File: src/rtl/caracter_pkg.sv
// Shared constants for the "HOLA" text overlay: box origin, glyph geometry
// and the handful of row patterns the font is built from.
package caracter_pkg;
    localparam int X0_DEF  = 304;
    localparam int Y0_DEF  = 232;
    localparam int CHAR_W  = 8;
    localparam int CHAR_H  = 16;
    localparam int N_CHARS = 4;

    localparam logic [7:0] GLYPH_BLANK = 8'h00;
    localparam logic [7:0] GLYPH_SIDES = 8'h42;
    localparam logic [7:0] GLYPH_BAR   = 8'h7E;
    localparam logic [7:0] GLYPH_ROUND = 8'h3C;
    localparam logic [7:0] GLYPH_LEFT  = 8'h40;
endpackage

File: src/rtl/font_rom.sv
// 64x8 combinational font ROM for the glyphs H, O, L, A (16 rows each).
// Address is {char_idx[1:0], glyph_row[3:0]}; column c sits in data bit 7-c.
module font_rom
    import caracter_pkg::*;
(
    input  logic [5:0] i_addr,
    output logic [7:0] o_data
);
    logic [1:0] w_chr;
    logic [3:0] w_row;

    assign w_chr = i_addr[5:4];
    assign w_row = i_addr[3:0];

    // Rows 0, 1, 14 and 15 stay blank for every glyph.
    always_comb begin
        o_data = GLYPH_BLANK;
        if (w_row >= 4'd2 && w_row <= 4'd13) begin
            case (w_chr)
                2'd0: o_data = (w_row == 4'd7 || w_row == 4'd8) ? GLYPH_BAR : GLYPH_SIDES;
                2'd1: o_data = (w_row == 4'd2 || w_row == 4'd13) ? GLYPH_ROUND : GLYPH_SIDES;
                2'd2: o_data = (w_row == 4'd13) ? GLYPH_BAR : GLYPH_LEFT;
                default: begin
                    if (w_row == 4'd2)      o_data = GLYPH_ROUND;
                    else if (w_row == 4'd7) o_data = GLYPH_BAR;
                    else                    o_data = GLYPH_SIDES;
                end
            endcase
        end
    end
endmodule

File: src/rtl/caracter.sv
// VGA text overlay: draws "HOLA" in a 32x16 box at (X0,Y0), coloured by the
// R/G/B switches, with a single registered output stage.
module caracter
    import caracter_pkg::*;
#(
    parameter int X0 = X0_DEF,
    parameter int Y0 = Y0_DEF
) (
    input  logic       clk,
    input  logic       rst,
    input  logic       video_on,
    input  logic [9:0] pixel_x,
    input  logic [9:0] pixel_y,
    input  logic       R,
    input  logic       G,
    input  logic       B,
    output logic       r,
    output logic       g,
    output logic       b,
    output logic [5:0] rowad,
    output logic [2:0] posicion
);
    logic [9:0] w_dx;
    logic [9:0] w_dy;
    logic       w_in_box;
    logic [7:0] w_row;
    logic       w_font_bit;
    logic       w_pix_on;

    // Unsigned wrap makes pixels above/left of the origin land far outside.
    assign w_dx     = pixel_x - 10'(X0);
    assign w_dy     = pixel_y - 10'(Y0);
    assign w_in_box = (w_dx < 10'(CHAR_W * N_CHARS)) && (w_dy < 10'(CHAR_H));

    assign rowad    = w_in_box ? {w_dx[4:3], w_dy[3:0]} : 6'd0;
    assign posicion = w_in_box ? w_dx[2:0] : 3'd0;

    font_rom u_font_rom (
        .i_addr (rowad),
        .o_data (w_row)
    );

    assign w_font_bit = w_row[3'd7 - posicion];
    assign w_pix_on   = video_on & w_in_box & w_font_bit;

    always_ff @(posedge clk or negedge rst) begin
        if (!rst) begin
            r <= 1'b0;
            g <= 1'b0;
            b <= 1'b0;
        end else begin
            r <= w_pix_on & R;
            g <= w_pix_on & G;
            b <= w_pix_on & B;
        end
    end
endmodule

File: config.mk
export PLATFORM = sky130hd
export DESIGN_NAME = caracter
export DESIGN_NICKNAME = d
export VERILOG_FILES = /design/src/rtl/caracter_pkg.sv /design/src/rtl/font_rom.sv /design/src/rtl/caracter.sv
export SDC_FILE = /design/constraint.sdc
export NUM_CORES = 1
export LEC_CHECK = 0
export ABC_AREA = 1
export CAP_MARGIN = 40
export CORE_UTILIZATION = 39
export CTS_CLUSTER_SIZE = 10
export DETAILED_ROUTE_END_ITERATION = 7
export PLACE_DENSITY = 0.94
export SKIP_CTS_REPAIR_TIMING = 1
export SLEW_MARGIN = 30
export SYNTH_ARGS = -nofsm -noshare
export SYNTH_HDL_FRONTEND = slang
export SYNTH_HIERARCHICAL = 1
export SYNTH_SLANG_ARGS = --single-unit
File: constraint.sdc
create_clock -name clk -period 5.04 [get_ports clk]
set_input_delay 1.008 -clock clk [delete_from_list [all_inputs] [get_ports clk]]
set_output_delay 1.008 -clock clk [all_outputs]
set_load 0.05 [all_outputs]
==> metrics list <==
- Post-route DRC violation count: 0
- Max stage delay on crit path: 870 ps
- After clock tree synthesis, the clock-pin slew on the worst setup and hold paths is 40 ps.
* Async SR Flop Fraction: 1.000
* Sequential fraction of the synthesis area: 0.1212
- Critical path required time: roughly 4000 ps
- Via count of the first global-routing pass: approximately 740
- Die H: 41.85 um
- Clock tree sinks: 3
- Routed length per instance: 8.943 um
- Arrival time of data at the critical path endpoint: 3620 ps
- TritonCTS buffer count: 3
* Max-slew violation count: 0
- Row count: 14
- For this run, the total global-route usage over all layers was measured as 0.1973.
- Fraction of power consumed by sequential logic: 0.228
- nand2_1 is the most common cell in the netlist.
* # H-tree levels: 1
- Clk Tree Root Cell: clkbuf_4
- The die covers 1751 um2.
* Number of diodes added for antenna fixing: 0
- Summing all placed instances gives a cell area of 991.0 um2.
* CTS tree: yes
- Total power divided by cell area: 104.4 nW/um2
- Of the total power, the share spent switching nets is 0.2737.
- The die is 41.85 um wide.
- In this run the tightest slew margin relative to its limit is 0.6654.
* Vias: around 800
- Register bit count reported by yosys: 3
* Post-detailed-route via-to-cell ratio: around 4.6
- Dividing the final minimum period by the clock period gives 0.9184.
- The detailed router finished its first iteration with 16 violations.
- Number of nets in the layout: 188
* Most frequent cells after synthesis: 35 x nand2_1, 23 x inv_1, 19 x nor2_1, 10 x nand3_1
* Critical path class: in2out
* Post-detailed-routing wire length: approximately 1.6 mm
* Worst IR drop on VDD: 0.04205 mV
- Placer Congestion: 0.7660
- Time the worst path needs with I/O delays and setup: roughly 4600 ps
- Global-route wire length before repair: 2.704 mm
- Cell-by-cell listing of the critical path: clkdlybuf4s50_1 -> ha_1 -> nor2_1 -> nand2_1 -> nor2_2 -> nand3_2 -> nor2_4 -> inv_1 -> nor2_1 -> clkdlybuf4s50_1
* Max Root-Sink Buffers: 2
- The initial utilization of the core area, before any placement, comes to 0.4160.
- Clock power share: 0.414
- Cell type with the largest total area after synthesis: nand2_1
- Grouping stages by cell kind, the critical path spends the most delay in buffers and inverters.
- Hold crit path type: in2async
- Number of distinct library cells after synthesis: 19
- Run status: finished, final reports clean
- Before antenna repair, the detailed router went through 4 iterations.
- Psw: 0.02908 mW
- The internal power of the cells totals 0.07716 mW.
- Synth-to-layout area growth: 64.24%
- The most used flip-flop cell after synthesis is dfrtp_1.
* Leftover overflow at the end of global routing: 0
- Static timing analysis puts the maximum clock frequency at around 220 MHz.
- After synthesis the cells add up to between 600 and 700 um2.
- Comb power frac: 0.358
- The count of nets left with antenna violations once routing finished came out at 0.
- Gate count of the mapped netlist: 120
* Antenna violations before repair: 0
- Setup violators final: 0
* Crit-path slowest cell: clkdlybuf4s50_1
- Detailed-placement wirelength estimate: ~1.3 mm
- Sum of negative setup slack: 0 ps
* Avg Cell Area, Syn: 5.161 um2
* WP buf/inv: 3
* Filler Cell Count: 141
- The finished cells cover 1017 um2.
* Maximum number of pins on one net before global-route repair: 9
* Synth warnings: 6
- Share of the synthesized area in the top cell type: 0.2121
- Across the run, the number of max-cap violations was 0.
- Leakage power: ~0.54 nW
- Transition time at the pin with the least slew margin: 500.3 ps
- Yosys mapped a number of flops with a built-in enable equal to 0.
- In the final layout, the share of cells above drive strength 1 is 0.1132.
- During placement, the flow inserted port buffers numbering 37.
- The worst setup path is captured at a primary output.
* Count of boundary I/O pins: 38
- Main area contributors after synthesis: nand2_1 21%, inv_1 14%, dfrtp_1 12%, nor2_1 12%, nand3_1 8.1%
- Setup repair after global routing left no endpoint under its margin.
* CP Launch Type: input port
* Placeable Area: about 1500 um2
* Critical path fanouts, max: 8
- The number of hold violations in the final report is 0.
[state kept, by name, summed over array words and instances (netlist names)]
signal  count
r           1
g           1
b           1
[logic make-up (layout without fill, tap and decap cells)]
kind of cell    count (synthesis)  count (layout)  synth area share
other cells                     1               2          0.006055
simple gates                   74              74            0.5232
fa+ha+maj                       2               2           0.04040
buf+inv                        30              68            0.2121
compound gates                 10              10           0.09696
flops                           3               3            0.1212
[final timing paths]
path | startpoint | end | slack [ps] | cells after the start
worst min-delay path | rst | g | 950 | 1
max in group asynchronous | rst | r | 3950 | 1
min in group clk | B | b | 1300 | 3
worst max-delay path | pixel_x[4] | rowad[3] | 410 | 10
[through the flow]
stage               worst slack [ps]  power [mW]  std cells  utilization  hold slack (ps)
finish                         411.3      0.1062        175       0.6832            946.3
global placement               466.7     0.06182        171       0.6655             1197
floorplan                       1108     0.03939        121            -            712.4
detailed placement             416.0     0.06253        171       0.6655             1197
CTS                            399.4      0.1068        175       0.6832            946.3
global route                   214.2      0.1129        175       0.6832            959.6
[final cells by class]
cell class	count	area, um2	share of cell area
inverter	25	93.84	0.09225
tap	16	20.02	0.01968
sequential	3	75.07	0.07380
multi-input combinational	88	416.7	0.4096
timing repair buffer	39	385.4	0.3788
clock buffer	4	26.28	0.02583
[power by group through the flow]
| stage | sequential [mW] | combinational, mW | clock [mW] |
|---|---|---|---|
| global route | 0.0242 | 0.0422 | 0.0465 |
| floorplan | 0.0246 | 0.0148 | 0 |
| finish | 0.0242 | 0.0380 | 0.0440 |
| global placement | 0.0245 | 0.0373 | 0 |
| CTS | 0.0242 | 0.0382 | 0.0444 |
| detailed placement | 0.0245 | 0.0380 | 0 |
[cell usage in the layout (no fill, tap or decap), types with 3 or more instances in the layout]
cell / synthesis / routed
nor2_1: 19 / 19
inv_1: 23 / 23
nand3_1: 10 / 10
clkbuf_4: 0 / 3
dfrtp_1: 3 / 3
nand2_1: 35 / 35
nand2_2: 4 / 4
clkdlybuf4s50_1: 0 / 37
nor2_2: 3 / 3
a21oi_1: 5 / 5
[per-layer routing]
layer	global-route usage	part of all wire	vias up
met4	0.09677	0.013	0
met5	0	0	-
met3	0.02174	0.058	2
met1	0.2053	0.41	344
li1	-	-	434
met2	0.3813	0.52	29
Power figures use the tool's default switching activity.
==> RTL change 1 (same flow settings) <==
Reset style: synchronous (`rst`), changed in one clocked block.
--- a/src/rtl/caracter.sv
+++ b/src/rtl/caracter.sv
@@ -43,7 +43,7 @@
     assign w_font_bit = w_row[3'd7 - posicion];
     assign w_pix_on   = video_on & w_in_box & w_font_bit;
 
-    always_ff @(posedge clk or negedge rst) begin
+    always_ff @(posedge clk) begin
         if (!rst) begin
             r <= 1'b0;
             g <= 1'b0;
Behaviour: differs if rst is asserted again (counterexample within 4 cycles, from zero or initial values and one cycle with rst low); with rst held inactive, the same outputs for 10 cycles.
==> RTL change 1 against the original RTL <==
Die area shrank 2.3%; power shrank 1.0%; wire length grew 12%; design area shrank 1.6%; synthesized area shrank 2.4%; non-clock buffer count is the same; first-iteration DRC count grew 6.3%; combinational power grew 2%; sequential share of layout area shrank 1.4 points; sequential cell count is the same; critical path depth grew 1; via count grew 4.7%; setup slack lost 0.011 ns.
==> RTL change 1: results (changes against the original RTL) <==
outcome: completed
iteration-0 DRC count of the detailed router: 17 (+1)
clock-pin transition on the worst setup and hold timing paths: 0.04 ns (about the same)
antenna violations before repair: 0 (unchanged)
Mapped Avg Cell Area: 5.04 sq um (-2.4%)
vias in the first global route: 729 (-2.0%)
biggest regs: b (1), g (1), r (1)
Crit Path Max Fanout: 8 (unchanged)
wire length reported by the detailed router: 1750 microns (+12%)
Worst setup startpoint: pixel_y[3]
path category of the worst min-delay check: in -> reg
worst slew slack as a fraction of its limit: 65.8% (-0.69 points)
overall global routing resource usage: 23.1% (+3.4 points)
Post-synth EDFFs: 0 (unchanged)
maximum vdd ir drop: 0.0465 mV (+11%)
number of unique standard cell types used by synthesis: 19 (unchanged)
total number of vias: 847 (+4.7%)
FFs w/ async S/R, synth: 0% (-100 points)
Clock Tree Buf Depth: 2 (unchanged)
post-place setup slack: 0.393 ns (-0.0228 ns)
leading register cell type out of synthesis: dfxtp_1
maximum number of pins on one net before global-route repair: 9 (unchanged)
DRC errors left: 0 (unchanged)
# placed instances: 170 (-0.58%)
internal power component: 76.8 uW (-0.51%)
Vias/cell: 4.87 (+5.3%)
standard cell with the maximum stage delay on the critical path: clkdlybuf4s50_1
top area cells in the synthesized netlist: nand2_1, inv_1, nor2_1, dfxtp_1, nand3_1
part of the Yosys area used for sequential elements: 9.94% (-2.2 points)
H-Tree Depth: 1 (unchanged)
detailed placement HPWL: 1480 microns (+13%)
last weighted congestion value of the routability-driven placer: 0.769 (+0.37%)
leakage component of the power: 0.000506 uW (-5.7%)
Post-layout nets: 188 (unchanged)
most common library cells after synthesis: nand2_1, inv_1, nor2_1, nand3_1
fraction of layout cells with a size suffix above 1: 11.3% (unchanged)
WP data arrival: 3.63 ns (about the same)
first-pass GRT wire length: 2640 microns (-2.3%)
-- RTL change 1: path summary, 6_finish.rpt --
kind | to | slack [ns] | cells past startpoint
worst max-delay path | rowad[3] | 0.40 | 11
worst min-delay path | g$_SDFF_PN0_ | 1.30 | 3
-- RTL change 1: final cells by class --
class	count	area (sq um)
Multi-Input combinational cell	91	428
Timing Repair Buffer	39	385
Fill cell	123	365
Inverter	22	82.6
Sequential cell	3	60.1
Clock buffer	4	26.3
Tap cell	15	18.8
-- RTL change 1: cell families (layout without fill, tap and decap cells) --
group                    after synthesis  after routing  share of synthesized area [%]
AO/OA/AOI/OAI                         10             10                           9.94
AND/OR/NAND/NOR                       77             77                           55.5
other                                  1              2                          0.621
buffers and inverters                 27             65                           19.9
flip-flops                             3              3                           9.94
adder cells (fa/ha/maj)                2              2                           4.14
-- RTL change 1: per-layer routing --
metal,share of wire [%],track usage (%),up-vias
met2,51,44.5,39
met1,38,21.2,362
met5,0,0,-
li1,-,-,436
met4,4.1,15.3,0
met3,6.9,5.32,10
-- RTL change 1: power by group through the flow --
stage / clock (uW) / combinational, uW / sequential (uW)
4_1_cts: 44.2 / 38.7 / 23.9
5_1_grt: 49.3 / 43.3 / 23.8
3_3_place_gp: 0 / 37.4 / 24.2
3_5_place_dp: 0 / 38.6 / 24.2
6_report: 42.7 / 38.6 / 23.9
2_1_floorplan: 0 / 15.0 / 24.3
-- RTL change 1: through the flow --
stage,cell area (sq um),util (%)
2_1_floorplan,608,-
3_3_place_gp,975,71.3
3_5_place_dp,975,71.3
4_1_cts,1000,73.3
5_1_grt,1000,73.3
6_report,1000,73.3
==> RTL change 2 (config.mk and constraints unchanged) <==
Made on the original files. The output `b` loses its register stage (`b` becomes a continuous assignment).
--- a/src/rtl/caracter.sv
+++ b/src/rtl/caracter.sv
@@ -47,12 +47,12 @@
         if (!rst) begin
             r <= 1'b0;
             g <= 1'b0;
-            b <= 1'b0;
         end else begin
             r <= w_pix_on & R;
             g <= w_pix_on & G;
-            b <= w_pix_on & B;
         end
     end
+
+    assign b = w_pix_on & B;
 endmodule
 
Behaviour: not the same (a bounded check fails within 4 cycles, from zero or initial values and one cycle with rst low).
==> RTL change 2 against the original RTL <==
Design area is 8.7% higher; first-iteration DRC count is 38% higher; worst hold slack better by 0.014 ns; sequential power is 33% lower; via count is 10% higher; sequential share of layout area is 2.9 points lower; critical path depth is 14 higher; synthesized area is 4.0% lower; power is 13% lower; fmax is 6.8% lower; setup slack worse by 0.34 ns; sequential cell count is 1 lower; wire length is 29% higher; utilization is 13 points higher; critical path type unchanged; largest power group is now combinational cells; highest routed layer unchanged.
==> RTL change 2: results (changes against the original RTL) <==
GR Layer Usage met3: 0% (-2.2 points)
fillcell total: 95 (-33%)
Critical Path Max Stage Delay: 0.52 ns (-0.35 ns)
Post-layout nets: 191 (+1.6%)
met3 wirelength from detailed routing: 128 microns (+42%)
number of buffers created by CTS: 3 (unchanged)
number of buffers added on ports: 37 (unchanged)
number of unique standard cell types used by synthesis: 19 (unchanged)
Vias/cell: 5.07 (+9.6%)
FFs w/ async S/R, synth: 100% (unchanged)
diodes inserted: 0 (unchanged)
iteration-0 DRC count of the detailed router: 22 (+6)
detail-routed net length per standard cell: 11.5 microns (+28%)
total number of vias: 892 (+10%)
first-pass GRT wire length: 2550 microns (-5.6%)
post-place setup slack: 0.00618 ns (-0.410 ns)
standard cell with the maximum stage delay on the critical path: clkdlybuf4s50_1
maximum number of pins on one net before global-route repair: 9 (unchanged)
most common library cells after synthesis: nand2_1, inv_1, nor2_1, nand3_1
post-route fraction of the period consumed by the critical path: 98.5% (+6.7 points)
leading register cell type out of synthesis: dfrtp_1
H-Tree Depth: 1 (unchanged)
antenna violations before repair: 0 (unchanged)
Clock Tree Buf Depth: 2 (unchanged)
Post-Route M1 WL: 693 microns (+8.1%)
biggest regs: g (1), r (1)
clock-pin transition on the worst setup and hold timing paths: 0.03 ns
path category of the worst min-delay check: in -> async
leakage component of the power: 0.000571 uW (+6.6%)
maximum vdd ir drop: 0.0532 mV (+27%)
# placed instances: 169 (-1.2%)
Core Util, Final: 81.0% (+13 points)
cell area reported after detailed placement: 992 sq um (+0.13%)
number of cells produced by synthesis: 119 (-0.83%)
vias in the first global route: 697 (-6.3%)
CP top delay family: simple AND/OR/NAND/NOR gates
detailed placement HPWL: 1430 microns (+9.6%)
overall global routing resource usage: 22.2% (+2.5 points)
last weighted congestion value of the routability-driven placer: 0.856 (+12%)
outcome: completed
met2 wirelength from detailed routing: 1160 microns (+43%)
Global Route met1 Usage: 23.4% (+2.9 points)
fraction of layout cells with a size suffix above 1: 24.2% (+13 points)
YS warnings: 6 (unchanged)
WP data arrival: 3.96 ns (+0.34 ns)
worst-margin pin slew: 0.509 ns (+0.00888 ns)
Crit Path Max Fanout: 8 (unchanged)
clock root buffer master: clkbuf_4
global routing met2 resource utilization: 48.0% (+9.9 points)
part of the Yosys area used for sequential elements: 8.42% (-3.7 points)
highest metal layer used by the detailed router: met4
top area cells in the synthesized netlist: nand2_1, inv_1, nor2_1, dfrtp_1, nand3_1
Final Hold Slack: 0.960 ns (+0.0138 ns)
[RTL change 2: cell count changes after synthesis, sizes merged]
cell and delta:
dfrtp -1
[RTL change 2: power breakdown]
part	switching, uW	internal, uW
sequential	0.00104	16.2
clock	8.23	26.2
combinational	18.3	23.8
[RTL change 2: final timing paths]
kind / cells after the start / to / from
setup / recovery: 24 / b / pixel_x[6]
hold / removal: 1 / r$_DFF_PN0_ / rst
max in group asynchronous: 1 / g$_DFF_PN0_ / rst
min in group clk: 3 / r$_DFF_PN0_ / R
[RTL change 2: kinds of logic after synthesis]
logic type | count (synthesis) | synth area share (%)
simple gates | 74 | 54.5
compound gates | 10 | 10.1
buf+inv | 30 | 22.1
flops | 2 | 8.42
other cells | 1 | 0.631
fa+ha+maj | 2 | 4.21
[RTL change 2: final cells by class]
class	instances	area share (%)
flip-flops and latches	2	4.52
inverters	25	8.82
well taps	15	1.70
repair buffers	43	39.4
clock buffers	3	2.04
multi-input cells	88	43.6
